`src/rtl/axi4_pkg.sv`:
```
// axi4_pkg: slice mode/fill-state enums and per-channel payload width helpers for axi4_reg_slice
package axi4_pkg;
  typedef enum logic [1:0] {SLICE_BYPASS, SLICE_FWD, SLICE_REV, SLICE_FULL} slice_mode_e;
  typedef enum logic [1:0] {FILL_EMPTY, FILL_ONE, FILL_TWO} fill_e;
  function automatic int clamp1(input int w);
    return w > 0 ? w : 1;
  endfunction
  function automatic int aw_payload_w(input int id_w, input int addr_w, input int user_w);
    return clamp1(id_w) + addr_w + 8 + 3 + 2 + 1 + 4 + 3 + 4 + 4 + clamp1(user_w);
  endfunction
  function automatic int ar_payload_w(input int id_w, input int addr_w, input int user_w);
    return clamp1(id_w) + addr_w + 8 + 3 + 2 + 1 + 4 + 3 + 4 + 4 + clamp1(user_w);
  endfunction
  function automatic int w_payload_w(input int id_w, input int n_bytes, input int user_w);
    return clamp1(id_w) + 8 * n_bytes + n_bytes + 1 + clamp1(user_w);
  endfunction
  function automatic int b_payload_w(input int id_w, input int user_w);
    return clamp1(id_w) + 2 + clamp1(user_w);
  endfunction
  function automatic int r_payload_w(input int id_w, input int n_bytes, input int user_w);
    return clamp1(id_w) + 8 * n_bytes + 2 + 1 + clamp1(user_w);
  endfunction
endpackage

```
`src/rtl/axi4_if.sv`:
```
// axi4_if: AXI4 bundle (ACLK/ARESETn ports) with master and slave modports; zero ID/user widths become 1
interface axi4_if #(
  parameter int N_BYTES      = 4,
  parameter int ADDR_WIDTH   = 12,
  parameter int ID_WIDTH     = 4,
  parameter int AWUSER_WIDTH = 0,
  parameter int WUSER_WIDTH  = 0,
  parameter int BUSER_WIDTH  = 0,
  parameter int ARUSER_WIDTH = 0,
  parameter int RUSER_WIDTH  = 0
) (
  input logic ACLK,
  input logic ARESETn
);
  localparam int IW   = ID_WIDTH > 0 ? ID_WIDTH : 1;
  localparam int AWUW = AWUSER_WIDTH > 0 ? AWUSER_WIDTH : 1;
  localparam int WUW  = WUSER_WIDTH > 0 ? WUSER_WIDTH : 1;
  localparam int BUW  = BUSER_WIDTH > 0 ? BUSER_WIDTH : 1;
  localparam int ARUW = ARUSER_WIDTH > 0 ? ARUSER_WIDTH : 1;
  localparam int RUW  = RUSER_WIDTH > 0 ? RUSER_WIDTH : 1;
  logic [IW-1:0]         AWID;
  logic [ADDR_WIDTH-1:0] AWADDR;
  logic [7:0]            AWLEN;
  logic [2:0]            AWSIZE;
  logic [1:0]            AWBURST;
  logic                  AWLOCK;
  logic [3:0]            AWCACHE;
  logic [2:0]            AWPROT;
  logic [3:0]            AWQOS;
  logic [3:0]            AWREGION;
  logic [AWUW-1:0]       AWUSER;
  logic                  AWVALID;
  logic                  AWREADY;
  logic [IW-1:0]         WID;
  logic [8*N_BYTES-1:0]  WDATA;
  logic [N_BYTES-1:0]    WSTRB;
  logic                  WLAST;
  logic [WUW-1:0]        WUSER;
  logic                  WVALID;
  logic                  WREADY;
  logic [IW-1:0]         BID;
  logic [1:0]            BRESP;
  logic [BUW-1:0]        BUSER;
  logic                  BVALID;
  logic                  BREADY;
  logic [IW-1:0]         ARID;
  logic [ADDR_WIDTH-1:0] ARADDR;
  logic [7:0]            ARLEN;
  logic [2:0]            ARSIZE;
  logic [1:0]            ARBURST;
  logic                  ARLOCK;
  logic [3:0]            ARCACHE;
  logic [2:0]            ARPROT;
  logic [3:0]            ARQOS;
  logic [3:0]            ARREGION;
  logic [ARUW-1:0]       ARUSER;
  logic                  ARVALID;
  logic                  ARREADY;
  logic [IW-1:0]         RID;
  logic [8*N_BYTES-1:0]  RDATA;
  logic [1:0]            RRESP;
  logic                  RLAST;
  logic [RUW-1:0]        RUSER;
  logic                  RVALID;
  logic                  RREADY;
  modport master (
    input  ACLK, ARESETn,
    output AWID, AWADDR, AWLEN, AWSIZE, AWBURST, AWLOCK, AWCACHE, AWPROT, AWQOS, AWREGION, AWUSER, AWVALID,
    input  AWREADY,
    output WID, WDATA, WSTRB, WLAST, WUSER, WVALID,
    input  WREADY,
    input  BID, BRESP, BUSER, BVALID,
    output BREADY,
    output ARID, ARADDR, ARLEN, ARSIZE, ARBURST, ARLOCK, ARCACHE, ARPROT, ARQOS, ARREGION, ARUSER, ARVALID,
    input  ARREADY,
    input  RID, RDATA, RRESP, RLAST, RUSER, RVALID,
    output RREADY
  );
  modport slave (
    input  ACLK, ARESETn,
    input  AWID, AWADDR, AWLEN, AWSIZE, AWBURST, AWLOCK, AWCACHE, AWPROT, AWQOS, AWREGION, AWUSER, AWVALID,
    output AWREADY,
    input  WID, WDATA, WSTRB, WLAST, WUSER, WVALID,
    output WREADY,
    output BID, BRESP, BUSER, BVALID,
    input  BREADY,
    input  ARID, ARADDR, ARLEN, ARSIZE, ARBURST, ARLOCK, ARCACHE, ARPROT, ARQOS, ARREGION, ARUSER, ARVALID,
    output ARREADY,
    output RID, RDATA, RRESP, RLAST, RUSER, RVALID,
    input  RREADY
  );
endinterface

```
`src/rtl/axi4_reg_slice_chan.sv`:
```
// axi4_reg_slice_chan: one valid/ready channel stage (bypass/forward/reverse/2-entry full), busy when a beat is held
module axi4_reg_slice_chan
  import axi4_pkg::*;
#(
  parameter int          WIDTH = 1,
  parameter slice_mode_e MODE  = SLICE_FULL
) (
  input  logic             ACLK,
  input  logic             ARESET,
  input  logic             in_valid,
  output logic             in_ready,
  input  logic [WIDTH-1:0] in_data,
  output logic             out_valid,
  input  logic             out_ready,
  output logic [WIDTH-1:0] out_data,
  output logic             busy
);
  if (MODE == SLICE_BYPASS) begin : g_bypass
    logic unused_clk;
    assign unused_clk = ACLK ^ ARESET;
    assign out_valid  = in_valid;
    assign in_ready   = out_ready;
    assign out_data   = in_data;
    assign busy       = 1'b0;
  end else if (MODE == SLICE_FWD) begin : g_fwd
    logic             ov;
    logic [WIDTH-1:0] od;
    assign in_ready  = !ov || out_ready;
    assign out_valid = ov;
    assign out_data  = od;
    assign busy      = ov;
    always_ff @(posedge ACLK or posedge ARESET)
      if (ARESET) ov <= 1'b0;
      else if (in_ready) ov <= in_valid;
    always_ff @(posedge ACLK)
      if (in_valid && in_ready) od <= in_data;
  end else if (MODE == SLICE_REV) begin : g_rev
    logic             live;
    logic             sv;
    logic [WIDTH-1:0] sd;
    // live holds valid/ready low until the first edge after reset so no beat is seen on one side only
    assign in_ready  = live && !sv;
    assign out_valid = sv || (live && in_valid);
    assign out_data  = sv ? sd : in_data;
    assign busy      = sv;
    always_ff @(posedge ACLK or posedge ARESET)
      if (ARESET) begin
        live <= 1'b0;
        sv   <= 1'b0;
      end else begin
        live <= 1'b1;
        sv   <= !out_ready && (sv || (in_valid && in_ready));
      end
    always_ff @(posedge ACLK)
      if (in_valid && in_ready && !out_ready) sd <= in_data;
  end else begin : g_full
    fill_e            state;
    fill_e            state_nxt;
    logic             live;
    logic             in_hs;
    logic             out_hs;
    logic [WIDTH-1:0] head;
    logic [WIDTH-1:0] tail;
    assign in_hs  = in_valid && in_ready;
    assign out_hs = out_valid && out_ready;
    assign out_data = head;
    assign busy     = state != FILL_EMPTY;
    always_ff @(posedge ACLK or posedge ARESET)
      if (ARESET) begin
        state <= FILL_EMPTY;
        live  <= 1'b0;
      end else begin
        state <= state_nxt;
        live  <= 1'b1;
      end
    always_comb begin
      state_nxt = state;
      in_ready  = live && state != FILL_TWO;
      out_valid = state != FILL_EMPTY;
      state_nxt = state == FILL_EMPTY ? (in_hs ? FILL_ONE : FILL_EMPTY)
                : state == FILL_ONE   ? (in_hs && !out_hs ? FILL_TWO : !in_hs && out_hs ? FILL_EMPTY : FILL_ONE)
                :                       (out_hs ? FILL_ONE : FILL_TWO);
    end
    // head is always the beat on the output; tail only fills when a second beat arrives behind a stalled head
    always_ff @(posedge ACLK)
      if (state == FILL_TWO) begin
        if (out_hs) head <= tail;
      end else if (in_hs) begin
        if (state == FILL_EMPTY || out_hs) head <= in_data;
        else tail <= in_data;
      end
  end
endmodule

```
`src/rtl/axi4_reg_slice.sv`:
```
// axi4_reg_slice: AXI4 register slice, s (upstream) to m (downstream), per-channel mode, busy when any beat buffered
module axi4_reg_slice
  import axi4_pkg::*;
#(
  parameter int N_BYTES      = 4,
  parameter int ADDR_WIDTH   = 12,
  parameter int ID_WIDTH     = 4,
  parameter int AWUSER_WIDTH = 0,
  parameter int WUSER_WIDTH  = 0,
  parameter int BUSER_WIDTH  = 0,
  parameter int ARUSER_WIDTH = 0,
  parameter int RUSER_WIDTH  = 0,
  parameter int AW_MODE      = 3,
  parameter int W_MODE       = 3,
  parameter int B_MODE       = 3,
  parameter int AR_MODE      = 3,
  parameter int R_MODE       = 3
) (
  input  logic   ACLK,
  input  logic   ARESET,
  axi4_if.slave  s,
  axi4_if.master m,
  output logic   busy
);
  localparam int AW_W = aw_payload_w(ID_WIDTH, ADDR_WIDTH, AWUSER_WIDTH);
  localparam int W_W  = w_payload_w(ID_WIDTH, N_BYTES, WUSER_WIDTH);
  localparam int B_W  = b_payload_w(ID_WIDTH, BUSER_WIDTH);
  localparam int AR_W = ar_payload_w(ID_WIDTH, ADDR_WIDTH, ARUSER_WIDTH);
  localparam int R_W  = r_payload_w(ID_WIDTH, N_BYTES, RUSER_WIDTH);
  localparam logic [1:0] AWM = AW_MODE[1:0];
  localparam logic [1:0] WM  = W_MODE[1:0];
  localparam logic [1:0] BM  = B_MODE[1:0];
  localparam logic [1:0] ARM = AR_MODE[1:0];
  localparam logic [1:0] RM  = R_MODE[1:0];
  logic [AW_W-1:0] aw_in, aw_out;
  logic [W_W-1:0]  w_in, w_out;
  logic [B_W-1:0]  b_in, b_out;
  logic [AR_W-1:0] ar_in, ar_out;
  logic [R_W-1:0]  r_in, r_out;
  logic            aw_busy, w_busy, b_busy, ar_busy, r_busy;
  logic            unused_if;
  assign unused_if = ^{s.ACLK, s.ARESETn, m.ACLK, m.ARESETn};
  assign aw_in = {s.AWID, s.AWADDR, s.AWLEN, s.AWSIZE, s.AWBURST, s.AWLOCK, s.AWCACHE, s.AWPROT, s.AWQOS, s.AWREGION, s.AWUSER};
  assign {m.AWID, m.AWADDR, m.AWLEN, m.AWSIZE, m.AWBURST, m.AWLOCK, m.AWCACHE, m.AWPROT, m.AWQOS, m.AWREGION, m.AWUSER} = aw_out;
  assign w_in = {s.WID, s.WDATA, s.WSTRB, s.WLAST, s.WUSER};
  assign {m.WID, m.WDATA, m.WSTRB, m.WLAST, m.WUSER} = w_out;
  assign b_in = {m.BID, m.BRESP, m.BUSER};
  assign {s.BID, s.BRESP, s.BUSER} = b_out;
  assign ar_in = {s.ARID, s.ARADDR, s.ARLEN, s.ARSIZE, s.ARBURST, s.ARLOCK, s.ARCACHE, s.ARPROT, s.ARQOS, s.ARREGION, s.ARUSER};
  assign {m.ARID, m.ARADDR, m.ARLEN, m.ARSIZE, m.ARBURST, m.ARLOCK, m.ARCACHE, m.ARPROT, m.ARQOS, m.ARREGION, m.ARUSER} = ar_out;
  assign r_in = {m.RID, m.RDATA, m.RRESP, m.RLAST, m.RUSER};
  assign {s.RID, s.RDATA, s.RRESP, s.RLAST, s.RUSER} = r_out;
  assign busy = aw_busy | w_busy | b_busy | ar_busy | r_busy;
  axi4_reg_slice_chan #(.WIDTH(AW_W), .MODE(slice_mode_e'(AWM))) u_aw (
    .ACLK, .ARESET,
    .in_valid(s.AWVALID), .in_ready(s.AWREADY), .in_data(aw_in),
    .out_valid(m.AWVALID), .out_ready(m.AWREADY), .out_data(aw_out), .busy(aw_busy)
  );
  axi4_reg_slice_chan #(.WIDTH(W_W), .MODE(slice_mode_e'(WM))) u_w (
    .ACLK, .ARESET,
    .in_valid(s.WVALID), .in_ready(s.WREADY), .in_data(w_in),
    .out_valid(m.WVALID), .out_ready(m.WREADY), .out_data(w_out), .busy(w_busy)
  );
  axi4_reg_slice_chan #(.WIDTH(B_W), .MODE(slice_mode_e'(BM))) u_b (
    .ACLK, .ARESET,
    .in_valid(m.BVALID), .in_ready(m.BREADY), .in_data(b_in),
    .out_valid(s.BVALID), .out_ready(s.BREADY), .out_data(b_out), .busy(b_busy)
  );
  axi4_reg_slice_chan #(.WIDTH(AR_W), .MODE(slice_mode_e'(ARM))) u_ar (
    .ACLK, .ARESET,
    .in_valid(s.ARVALID), .in_ready(s.ARREADY), .in_data(ar_in),
    .out_valid(m.ARVALID), .out_ready(m.ARREADY), .out_data(ar_out), .busy(ar_busy)
  );
  axi4_reg_slice_chan #(.WIDTH(R_W), .MODE(slice_mode_e'(RM))) u_r (
    .ACLK, .ARESET,
    .in_valid(m.RVALID), .in_ready(m.RREADY), .in_data(r_in),
    .out_valid(s.RVALID), .out_ready(s.RREADY), .out_data(r_out), .busy(r_busy)
  );
endmodule

```
`src/flat_wrapper.sv`:
```
// flat-port wrapper written by rule: the top's interface ports become plain ports
module axi4_reg_slice_flat import axi4_pkg::*;
#(
  parameter int N_BYTES      = 4,
  parameter int ADDR_WIDTH   = 12,
  parameter int ID_WIDTH     = 4,
  parameter int AWUSER_WIDTH = 0,
  parameter int WUSER_WIDTH  = 0,
  parameter int BUSER_WIDTH  = 0,
  parameter int ARUSER_WIDTH = 0,
  parameter int RUSER_WIDTH  = 0,
  parameter int AW_MODE      = 3,
  parameter int W_MODE       = 3,
  parameter int B_MODE       = 3,
  parameter int AR_MODE      = 3,
  parameter int R_MODE       = 3
)
  (ACLK, ARESET, busy, ARESETn, s_AWID, s_AWADDR, s_AWLEN, s_AWSIZE, s_AWBURST, s_AWLOCK, s_AWCACHE, s_AWPROT, s_AWQOS, s_AWREGION, s_AWUSER, s_AWVALID, s_AWREADY, s_WID, s_WDATA, s_WSTRB, s_WLAST, s_WUSER, s_WVALID, s_WREADY, s_BID, s_BRESP, s_BUSER, s_BVALID, s_BREADY, s_ARID, s_ARADDR, s_ARLEN, s_ARSIZE, s_ARBURST, s_ARLOCK, s_ARCACHE, s_ARPROT, s_ARQOS, s_ARREGION, s_ARUSER, s_ARVALID, s_ARREADY, s_RID, s_RDATA, s_RRESP, s_RLAST, s_RUSER, s_RVALID, s_RREADY, m_AWID, m_AWADDR, m_AWLEN, m_AWSIZE, m_AWBURST, m_AWLOCK, m_AWCACHE, m_AWPROT, m_AWQOS, m_AWREGION, m_AWUSER, m_AWVALID, m_AWREADY, m_WID, m_WDATA, m_WSTRB, m_WLAST, m_WUSER, m_WVALID, m_WREADY, m_BID, m_BRESP, m_BUSER, m_BVALID, m_BREADY, m_ARID, m_ARADDR, m_ARLEN, m_ARSIZE, m_ARBURST, m_ARLOCK, m_ARCACHE, m_ARPROT, m_ARQOS, m_ARREGION, m_ARUSER, m_ARVALID, m_ARREADY, m_RID, m_RDATA, m_RRESP, m_RLAST, m_RUSER, m_RVALID, m_RREADY);
  axi4_if #(.N_BYTES(N_BYTES), .ADDR_WIDTH(ADDR_WIDTH), .ID_WIDTH(ID_WIDTH), .AWUSER_WIDTH(AWUSER_WIDTH), .WUSER_WIDTH(WUSER_WIDTH), .BUSER_WIDTH(BUSER_WIDTH), .ARUSER_WIDTH(ARUSER_WIDTH), .RUSER_WIDTH(RUSER_WIDTH)) s_i (.ACLK(ACLK), .ARESETn(ARESETn));
  axi4_if #(.N_BYTES(N_BYTES), .ADDR_WIDTH(ADDR_WIDTH), .ID_WIDTH(ID_WIDTH), .AWUSER_WIDTH(AWUSER_WIDTH), .WUSER_WIDTH(WUSER_WIDTH), .BUSER_WIDTH(BUSER_WIDTH), .ARUSER_WIDTH(ARUSER_WIDTH), .RUSER_WIDTH(RUSER_WIDTH)) m_i (.ACLK(ACLK), .ARESETn(ARESETn));
  input  logic ACLK;
  input  logic ARESET;
  output logic busy;
  input wire logic ARESETn;
  input wire logic [$bits(s_i.AWID)-1:0] s_AWID;
  input wire logic [$bits(s_i.AWADDR)-1:0] s_AWADDR;
  input wire logic [$bits(s_i.AWLEN)-1:0] s_AWLEN;
  input wire logic [$bits(s_i.AWSIZE)-1:0] s_AWSIZE;
  input wire logic [$bits(s_i.AWBURST)-1:0] s_AWBURST;
  input wire logic [$bits(s_i.AWLOCK)-1:0] s_AWLOCK;
  input wire logic [$bits(s_i.AWCACHE)-1:0] s_AWCACHE;
  input wire logic [$bits(s_i.AWPROT)-1:0] s_AWPROT;
  input wire logic [$bits(s_i.AWQOS)-1:0] s_AWQOS;
  input wire logic [$bits(s_i.AWREGION)-1:0] s_AWREGION;
  input wire logic [$bits(s_i.AWUSER)-1:0] s_AWUSER;
  input wire logic [$bits(s_i.AWVALID)-1:0] s_AWVALID;
  output wire logic [$bits(s_i.AWREADY)-1:0] s_AWREADY;
  input wire logic [$bits(s_i.WID)-1:0] s_WID;
  input wire logic [$bits(s_i.WDATA)-1:0] s_WDATA;
  input wire logic [$bits(s_i.WSTRB)-1:0] s_WSTRB;
  input wire logic [$bits(s_i.WLAST)-1:0] s_WLAST;
  input wire logic [$bits(s_i.WUSER)-1:0] s_WUSER;
  input wire logic [$bits(s_i.WVALID)-1:0] s_WVALID;
  output wire logic [$bits(s_i.WREADY)-1:0] s_WREADY;
  output wire logic [$bits(s_i.BID)-1:0] s_BID;
  output wire logic [$bits(s_i.BRESP)-1:0] s_BRESP;
  output wire logic [$bits(s_i.BUSER)-1:0] s_BUSER;
  output wire logic [$bits(s_i.BVALID)-1:0] s_BVALID;
  input wire logic [$bits(s_i.BREADY)-1:0] s_BREADY;
  input wire logic [$bits(s_i.ARID)-1:0] s_ARID;
  input wire logic [$bits(s_i.ARADDR)-1:0] s_ARADDR;
  input wire logic [$bits(s_i.ARLEN)-1:0] s_ARLEN;
  input wire logic [$bits(s_i.ARSIZE)-1:0] s_ARSIZE;
  input wire logic [$bits(s_i.ARBURST)-1:0] s_ARBURST;
  input wire logic [$bits(s_i.ARLOCK)-1:0] s_ARLOCK;
  input wire logic [$bits(s_i.ARCACHE)-1:0] s_ARCACHE;
  input wire logic [$bits(s_i.ARPROT)-1:0] s_ARPROT;
  input wire logic [$bits(s_i.ARQOS)-1:0] s_ARQOS;
  input wire logic [$bits(s_i.ARREGION)-1:0] s_ARREGION;
  input wire logic [$bits(s_i.ARUSER)-1:0] s_ARUSER;
  input wire logic [$bits(s_i.ARVALID)-1:0] s_ARVALID;
  output wire logic [$bits(s_i.ARREADY)-1:0] s_ARREADY;
  output wire logic [$bits(s_i.RID)-1:0] s_RID;
  output wire logic [$bits(s_i.RDATA)-1:0] s_RDATA;
  output wire logic [$bits(s_i.RRESP)-1:0] s_RRESP;
  output wire logic [$bits(s_i.RLAST)-1:0] s_RLAST;
  output wire logic [$bits(s_i.RUSER)-1:0] s_RUSER;
  output wire logic [$bits(s_i.RVALID)-1:0] s_RVALID;
  input wire logic [$bits(s_i.RREADY)-1:0] s_RREADY;
  output wire logic [$bits(m_i.AWID)-1:0] m_AWID;
  output wire logic [$bits(m_i.AWADDR)-1:0] m_AWADDR;
  output wire logic [$bits(m_i.AWLEN)-1:0] m_AWLEN;
  output wire logic [$bits(m_i.AWSIZE)-1:0] m_AWSIZE;
  output wire logic [$bits(m_i.AWBURST)-1:0] m_AWBURST;
  output wire logic [$bits(m_i.AWLOCK)-1:0] m_AWLOCK;
  output wire logic [$bits(m_i.AWCACHE)-1:0] m_AWCACHE;
  output wire logic [$bits(m_i.AWPROT)-1:0] m_AWPROT;
  output wire logic [$bits(m_i.AWQOS)-1:0] m_AWQOS;
  output wire logic [$bits(m_i.AWREGION)-1:0] m_AWREGION;
  output wire logic [$bits(m_i.AWUSER)-1:0] m_AWUSER;
  output wire logic [$bits(m_i.AWVALID)-1:0] m_AWVALID;
  input wire logic [$bits(m_i.AWREADY)-1:0] m_AWREADY;
  output wire logic [$bits(m_i.WID)-1:0] m_WID;
  output wire logic [$bits(m_i.WDATA)-1:0] m_WDATA;
  output wire logic [$bits(m_i.WSTRB)-1:0] m_WSTRB;
  output wire logic [$bits(m_i.WLAST)-1:0] m_WLAST;
  output wire logic [$bits(m_i.WUSER)-1:0] m_WUSER;
  output wire logic [$bits(m_i.WVALID)-1:0] m_WVALID;
  input wire logic [$bits(m_i.WREADY)-1:0] m_WREADY;
  input wire logic [$bits(m_i.BID)-1:0] m_BID;
  input wire logic [$bits(m_i.BRESP)-1:0] m_BRESP;
  input wire logic [$bits(m_i.BUSER)-1:0] m_BUSER;
  input wire logic [$bits(m_i.BVALID)-1:0] m_BVALID;
  output wire logic [$bits(m_i.BREADY)-1:0] m_BREADY;
  output wire logic [$bits(m_i.ARID)-1:0] m_ARID;
  output wire logic [$bits(m_i.ARADDR)-1:0] m_ARADDR;
  output wire logic [$bits(m_i.ARLEN)-1:0] m_ARLEN;
  output wire logic [$bits(m_i.ARSIZE)-1:0] m_ARSIZE;
  output wire logic [$bits(m_i.ARBURST)-1:0] m_ARBURST;
  output wire logic [$bits(m_i.ARLOCK)-1:0] m_ARLOCK;
  output wire logic [$bits(m_i.ARCACHE)-1:0] m_ARCACHE;
  output wire logic [$bits(m_i.ARPROT)-1:0] m_ARPROT;
  output wire logic [$bits(m_i.ARQOS)-1:0] m_ARQOS;
  output wire logic [$bits(m_i.ARREGION)-1:0] m_ARREGION;
  output wire logic [$bits(m_i.ARUSER)-1:0] m_ARUSER;
  output wire logic [$bits(m_i.ARVALID)-1:0] m_ARVALID;
  input wire logic [$bits(m_i.ARREADY)-1:0] m_ARREADY;
  input wire logic [$bits(m_i.RID)-1:0] m_RID;
  input wire logic [$bits(m_i.RDATA)-1:0] m_RDATA;
  input wire logic [$bits(m_i.RRESP)-1:0] m_RRESP;
  input wire logic [$bits(m_i.RLAST)-1:0] m_RLAST;
  input wire logic [$bits(m_i.RUSER)-1:0] m_RUSER;
  input wire logic [$bits(m_i.RVALID)-1:0] m_RVALID;
  output wire logic [$bits(m_i.RREADY)-1:0] m_RREADY;
  assign s_i.AWID = s_AWID;
  assign s_i.AWADDR = s_AWADDR;
  assign s_i.AWLEN = s_AWLEN;
  assign s_i.AWSIZE = s_AWSIZE;
  assign s_i.AWBURST = s_AWBURST;
  assign s_i.AWLOCK = s_AWLOCK;
  assign s_i.AWCACHE = s_AWCACHE;
  assign s_i.AWPROT = s_AWPROT;
  assign s_i.AWQOS = s_AWQOS;
  assign s_i.AWREGION = s_AWREGION;
  assign s_i.AWUSER = s_AWUSER;
  assign s_i.AWVALID = s_AWVALID;
  assign s_AWREADY = s_i.AWREADY;
  assign s_i.WID = s_WID;
  assign s_i.WDATA = s_WDATA;
  assign s_i.WSTRB = s_WSTRB;
  assign s_i.WLAST = s_WLAST;
  assign s_i.WUSER = s_WUSER;
  assign s_i.WVALID = s_WVALID;
  assign s_WREADY = s_i.WREADY;
  assign s_BID = s_i.BID;
  assign s_BRESP = s_i.BRESP;
  assign s_BUSER = s_i.BUSER;
  assign s_BVALID = s_i.BVALID;
  assign s_i.BREADY = s_BREADY;
  assign s_i.ARID = s_ARID;
  assign s_i.ARADDR = s_ARADDR;
  assign s_i.ARLEN = s_ARLEN;
  assign s_i.ARSIZE = s_ARSIZE;
  assign s_i.ARBURST = s_ARBURST;
  assign s_i.ARLOCK = s_ARLOCK;
  assign s_i.ARCACHE = s_ARCACHE;
  assign s_i.ARPROT = s_ARPROT;
  assign s_i.ARQOS = s_ARQOS;
  assign s_i.ARREGION = s_ARREGION;
  assign s_i.ARUSER = s_ARUSER;
  assign s_i.ARVALID = s_ARVALID;
  assign s_ARREADY = s_i.ARREADY;
  assign s_RID = s_i.RID;
  assign s_RDATA = s_i.RDATA;
  assign s_RRESP = s_i.RRESP;
  assign s_RLAST = s_i.RLAST;
  assign s_RUSER = s_i.RUSER;
  assign s_RVALID = s_i.RVALID;
  assign s_i.RREADY = s_RREADY;
  assign m_AWID = m_i.AWID;
  assign m_AWADDR = m_i.AWADDR;
  assign m_AWLEN = m_i.AWLEN;
  assign m_AWSIZE = m_i.AWSIZE;
  assign m_AWBURST = m_i.AWBURST;
  assign m_AWLOCK = m_i.AWLOCK;
  assign m_AWCACHE = m_i.AWCACHE;
  assign m_AWPROT = m_i.AWPROT;
  assign m_AWQOS = m_i.AWQOS;
  assign m_AWREGION = m_i.AWREGION;
  assign m_AWUSER = m_i.AWUSER;
  assign m_AWVALID = m_i.AWVALID;
  assign m_i.AWREADY = m_AWREADY;
  assign m_WID = m_i.WID;
  assign m_WDATA = m_i.WDATA;
  assign m_WSTRB = m_i.WSTRB;
  assign m_WLAST = m_i.WLAST;
  assign m_WUSER = m_i.WUSER;
  assign m_WVALID = m_i.WVALID;
  assign m_i.WREADY = m_WREADY;
  assign m_i.BID = m_BID;
  assign m_i.BRESP = m_BRESP;
  assign m_i.BUSER = m_BUSER;
  assign m_i.BVALID = m_BVALID;
  assign m_BREADY = m_i.BREADY;
  assign m_ARID = m_i.ARID;
  assign m_ARADDR = m_i.ARADDR;
  assign m_ARLEN = m_i.ARLEN;
  assign m_ARSIZE = m_i.ARSIZE;
  assign m_ARBURST = m_i.ARBURST;
  assign m_ARLOCK = m_i.ARLOCK;
  assign m_ARCACHE = m_i.ARCACHE;
  assign m_ARPROT = m_i.ARPROT;
  assign m_ARQOS = m_i.ARQOS;
  assign m_ARREGION = m_i.ARREGION;
  assign m_ARUSER = m_i.ARUSER;
  assign m_ARVALID = m_i.ARVALID;
  assign m_i.ARREADY = m_ARREADY;
  assign m_i.RID = m_RID;
  assign m_i.RDATA = m_RDATA;
  assign m_i.RRESP = m_RRESP;
  assign m_i.RLAST = m_RLAST;
  assign m_i.RUSER = m_RUSER;
  assign m_i.RVALID = m_RVALID;
  assign m_RREADY = m_i.RREADY;
  axi4_reg_slice #(.N_BYTES(N_BYTES), .ADDR_WIDTH(ADDR_WIDTH), .ID_WIDTH(ID_WIDTH), .AWUSER_WIDTH(AWUSER_WIDTH), .WUSER_WIDTH(WUSER_WIDTH), .BUSER_WIDTH(BUSER_WIDTH), .ARUSER_WIDTH(ARUSER_WIDTH), .RUSER_WIDTH(RUSER_WIDTH), .AW_MODE(AW_MODE), .W_MODE(W_MODE), .B_MODE(B_MODE), .AR_MODE(AR_MODE), .R_MODE(R_MODE)) u_core (.ACLK(ACLK), .ARESET(ARESET), .s(s_i), .m(m_i), .busy(busy));
endmodule
```
`config.mk`:
```
export PLATFORM = sky130hd
export DESIGN_NAME = axi4_reg_slice_flat
export DESIGN_NICKNAME = d
export VERILOG_FILES = /design/src/rtl/axi4_pkg.sv /design/src/rtl/axi4_if.sv /design/src/rtl/axi4_reg_slice_chan.sv /design/src/rtl/axi4_reg_slice.sv /design/src/flat_wrapper.sv
export SDC_FILE = /design/constraint.sdc
export NUM_CORES = 1
export LEC_CHECK = 0
export ABC_CLOCK_PERIOD_IN_PS = 5700
export BUFFER_PORTS_ARGS = -buffer_cell sky130_fd_sc_hd__buf_2
export CAP_MARGIN = 10
export CORE_MARGIN = 4
export CORE_UTILIZATION = 35
export CTS_CLUSTER_DIAMETER = 100
export CTS_CLUSTER_SIZE = 16
export DETAILED_ROUTE_END_ITERATION = 16
export SYNTH_ARGS = -nofsm -noshare
export SYNTH_HDL_FRONTEND = slang
export SYNTH_SLANG_ARGS = --single-unit
```
`constraint.sdc`:
```
create_clock -name ACLK -period 5.7 [get_ports ACLK]
set_clock_uncertainty 0.2 [all_clocks]
set_input_delay 0.855 -clock ACLK [delete_from_list [all_inputs] [get_ports ACLK]]
set_output_delay 0.855 -clock ACLK [all_outputs]
set_load 0.005 [all_outputs]
```
After elaboration in Yosys (flattened, before gate mapping). Cells that the tools add are included.

Register bits: 373. Output and inout port bits: 192. Logic and storage cells: 170.

Equal/unequal tests: 20. Mux-type cells: 50. Bitwise logic cells: 14. Reduce and logical (&&, ||, !) cells: 70.

Operators with widths (number): 46-bit two-way mux (8); 42-bit two-way mux (4); 40-bit two-way mux (4); 2-bit two-way mux (20); 3-bit AND reduction (10); 2-bit nonzero test (15); 7-bit two-way mux (4); 1-bit logical AND (25); 2-bit != test, second input constant (10); 2-bit by 1-bit == test with 1-bit output, second input constant (5); 2-bit == test, second input constant (5); 1-bit logical NOT (10); 2-bit logical NOT (5); 1-bit two-way mux (10); 1-bit NOT (10); 1-bit logical OR (5); 1-bit OR (4).

Logic depth before layout (Yosys ltp).
Word-level depth: 9. Mapped depth: 7. Depth with buffers taken out: 5.

Hierarchy. From an unflattened synthesis, not the netlist that was laid out.

Cells, all modules: 682. Area, all modules: 14694.1 sq um.

By module, submodules not included: axi4_reg_slice_chan at u_core.u_ar ... (instances 2, cells each 166, area an instance 3617.2 sq um); axi4_reg_slice_chan at u_core.u_w (instances 1, cells each 154, area an instance 3427.0 sq um); axi4_reg_slice_chan at u_core.u_r (instances 1, cells each 148, area an instance 3284.4 sq um); axi4_reg_slice_chan at u_core.u_b (instances 1, cells each 45, area an instance 735.7 sq um); axi4_reg_slice (instances 1, cells each 3, area an instance 12.5 sq um).

Least setup slack after synthesis. Ideal clock, no wire load.

Path kind: input to register. From: in s_AWVALID. To: reg u_core.u_aw.g_full.tail[0] (enable). Data arrival time: 4.345 ns. Slack: 0.638 ns. Stages: 2. Cell sequence: nand2_1 nor3b_1.

Longest elaborated chain between the ends: 2.

Ends and longest elaborated chain: start, declared (RTL line flat_wrapper.sv:36) `input wire logic [$bits(s_i.AWVALID)-1:0] s_AWVALID;`; 1-bit logical AND (RTL line axi4_reg_slice_chan.sv:64) `assign in_hs = in_valid && in_ready;`; 3-bit AND reduction (no source line); end signal, assigned (RTL line axi4_reg_slice_chan.sv:90) `else tail <= in_data;`; end, declared (RTL line axi4_reg_slice_chan.sv:63) `logic [WIDTH-1:0] tail;`.

Every way passes these cells. A chain may end at the register's enable or synchronous reset.

Worst setup path in the final report.
From: reg u_core.u_aw.g_full.state[0]. To: out busy.

Longest elaborated chain between the ends: 5.

Ends and longest elaborated chain: start, declared (RTL line axi4_reg_slice_chan.sv:57) `fill_e state;`; start signal, assigned (RTL line axi4_reg_slice_chan.sv:73) `state <= state_nxt;`; 2-bit nonzero test (RTL line axi4_reg_slice_chan.sv:67) `assign busy = state != FILL_EMPTY;`; 1-bit OR (4 in series) (RTL line axi4_reg_slice.sv:53) `assign busy = aw_busy | w_busy | b_busy | ar_busy | r_busy;`; end, declared (RTL line flat_wrapper.sv:23) `output logic busy;`.

Every way passes these cells.

==> metrics <==
TritonCTS clock tree=yes; leakage power=6.38 nW; critical path peak fanout=8; die width=207 um; syn avg cell area=21.0 um^2; largest net degree at the start of global routing=50; post-layout min period=3.18 ns; pwr dens=368 nW/um^2; syn nets=862; Flop pwr share=55.5%; final worst-path setup slack=2.52 ns; Core Box Area=39000 um^2; Primary FF master, synth=edfxtp_1; Yosys warning total=0; fin. max-slew vios=0; routed len/inst=19.0 um; fill count=3470; wl on met1=12.2 mm; count of state elements after synthesis=373; drc violations=0; clk root buf=clkbuf_16; status=complete, no violations; via/cell ratio=4.61; Net Sw Frac=24.9%; max incr delay on CP=0.53 ns; total CTS buffers=27; number of synthesized flops with an enable pin=362; post_cts resized=0; Site Rows=72; Seq/Total Area, Yosys=80.1%; first-pass GRT wire length=47.1 mm; WP data required=4.64 ns; number of port buffers=384; Routed WL=30.4 mm; Vias=7396; Final period util=55.8%; Comb pwr share=16.2%; most used cell along the critical path=or4_1; largest cells by area after synthesis=edfxtp_1 (78%), mux2_1 (13%), dfrtp_1 (2.0%); Die Span Y=207 um; unrepaired setup endpoints after global routing=no; Worst-Skew Late Latency=0.55 ns; deepest clock path buffer count=3; setup TNS=0 ns; dpl hpwl=20.9 mm; clk slew on worst S/H paths=0.08 ns; Final Hold Fails=0; DP Worst Slack=2.83 ns; Slew headroom=33.9%; Post-CTS Hold Buffers=0; layout cells sized above 1=42.3%; max-cap viol count=0; area delta synth->final=24.0%; Nets=1263; Cells after Synth=663; Starting Density=35.7%; met2 WL=14.9 mm; startpoint class of the critical path=flip-flop; worst hold path class=input pin to async pin; ys async rst share=2.95%; via count of the first global-routing pass=7803; metal3 WL=2.55 mm; crit path cell chain=or4_1 > or4_1 > buf_2; Slowest-stage cell, CP=or4_1; Sw Pwr=0.00158 W; # IOs=386; fmax=315 MHz; post-route ant nets=0; total track usage=13.6%; initial drt markers=344; die area=43000 um^2; TritonRoute pass-1 iters=5; total power=0.00636 W; Crit Path Category=flip-flop to primary output; synth unique cells=28; final RePlAce weighted congestion=0.728; crit path capture type=primary output; peak supply drop=0.253 mV; area leader, netlist=edfxtp_1; grt ovf=0; final setup vio count=0; most frequent cell after synthesis=edfxtp_1; H-tree Lvls=1; DR top layer=met5; Clk pwr share=28.2%; initial antenna violation count=4; Yosys top cell area share=78.1%; top cell types by occurrence after synthesis=edfxtp_1 (362), mux2_1 (164), nor2b_1 (15); setup bufs post-CTS=0; internal power=0.00477 W; WP data arrival=2.12 ns; CTS Sinks=373; mapped cell area=13900 um^2; actual slew at the worst max-slew pin=0.990 ns
==> logic make-up after synthesis <==
kind of cell,count (synthesis),share of synthesized area (%)
DFF,373,80.1
and+or+nand+nor,53,2.21
AOI/OAI and AO/OA,23,1.15
muxes,181,14.9
buffers and inverters,27,1.14
other,1,0.0270
adders and majority gates,5,0.450
==> flip-flops by register name, indices dropped and copies added, names as in the netlist <==
register	flops
u_core.u_ar.g_full.state	2
u_core.u_ar.g_full.tail	46
u_core.u_ar.out_data	46
u_core.u_aw.g_full.state	2
u_core.u_aw.g_full.tail	46
u_core.u_aw.out_data	46
u_core.u_b.g_full.state	2
u_core.u_b.g_full.tail	7
u_core.u_b.out_data	7
u_core.u_r.g_full.live	1
u_core.u_r.g_full.state	2
u_core.u_r.g_full.tail	40
u_core.u_r.out_data	40
u_core.u_w.g_full.state	2
u_core.u_w.g_full.tail	42
u_core.u_w.out_data	42
==> worst max-delay path, delay by kind of cell, from the launching register on <==
kind | cells | cell delay (ns)
simple gates | 2 | 0.92
flops | 1 | 0.49
buf+inv | 1 | 0.16
==> power groups by stage <==
stage	Combinational (W)	Sequential, W	Clock [W]
floorplan	0.000548	0.00361	0
global route	0.00114	0.00357	0.00199
finish	0.00103	0.00353	0.00180
global placement	0.00104	0.00358	0
detailed placement	0.00106	0.00359	0
CTS	0.00106	0.00354	0.00187
==> area by class of cell <==
cell class / instances / area, um^2 / share of cell area (%)
Antenna cell: 1 / 2.50 / 0.0145
Sequential cell: 373 / 11100 / 64.6
Clock buffer: 48 / 754 / 4.37
Tap cell: 518 / 648 / 3.76
Multi-Input combinational cell: 263 / 2660 / 15.4
Timing Repair Buffer: 395 / 2000 / 11.6
Clock inverter: 1 / 16.3 / 0.0943
Inverter: 4 / 15.0 / 0.0870
==> through the flow <==
step | instance area [um^2] | cells | hold WS [ns] | util, %
after floorplan | 13900 | 663 | 0.289 | -
after global placement | 16500 | 1553 | 0.311 | 42.2
after detailed placement | 16500 | 1553 | 0.317 | 42.2
after CTS | 17200 | 1602 | 0.122 | 44.2
after global routing | 17300 | 1603 | 0.151 | 44.2
final | 17300 | 1603 | 0.136 | 44.2
==> worst paths after layout <==
| kind | start | to | slack [ns] | cells after the start |
|---|---|---|---|---|
| worst max-delay path | u_core.u_aw.g_full.state[0]$_DFF_PP0_ | busy | 2.52 | 3 |
| worst min-delay path | ARESET | u_core.u_ar.g_full.state[0]$_DFF_PP0_ | 0.14 | 2 |
| worst max register to register | u_core.u_ar.g_full.state[1]$_DFF_PP0_ | u_core.u_ar.out_data[35]$_DFFE_PP_ | 2.91 | 4 |
| worst min register to register | u_core.u_ar.g_full.tail[6]$_DFFE_PP_ | u_core.u_ar.out_data[6]$_DFFE_PP_ | 0.33 | 1 |
| max in group asynchronous | ARESET | u_core.u_r.g_full.state[1]$_DFF_PP0_ | 4.83 | 2 |
| min in group ACLK | s_ARLEN[6] | u_core.u_ar.g_full.tail[28]$_DFFE_PP_ | 0.28 | 1 |
==> layout by cell type (no fill, tap or decap), drive strengths merged, types with 2 or more instances in the layout <==
cell	n
buf	395
a21oi	10
inv	4
nor2b	15
mux2	181
nand3b	6
nor3b	5
clkbuf	48
dfrtp	11
edfxtp	362
nor2	5
o21bai	5
a31o	3
or4	2
or2	5
nand2	12
ha	5
a32o	3
==> metal layers <==
metal | track usage [%] | vias to the layer above
met4 | 3.10 | 6
met3 | 4.87 | 46
met5 | 0 | -
li1 | - | 3407
met2 | 22.9 | 233
met1 | 17.1 | 3704
Note: power is estimated with default switching activity, not from simulation.
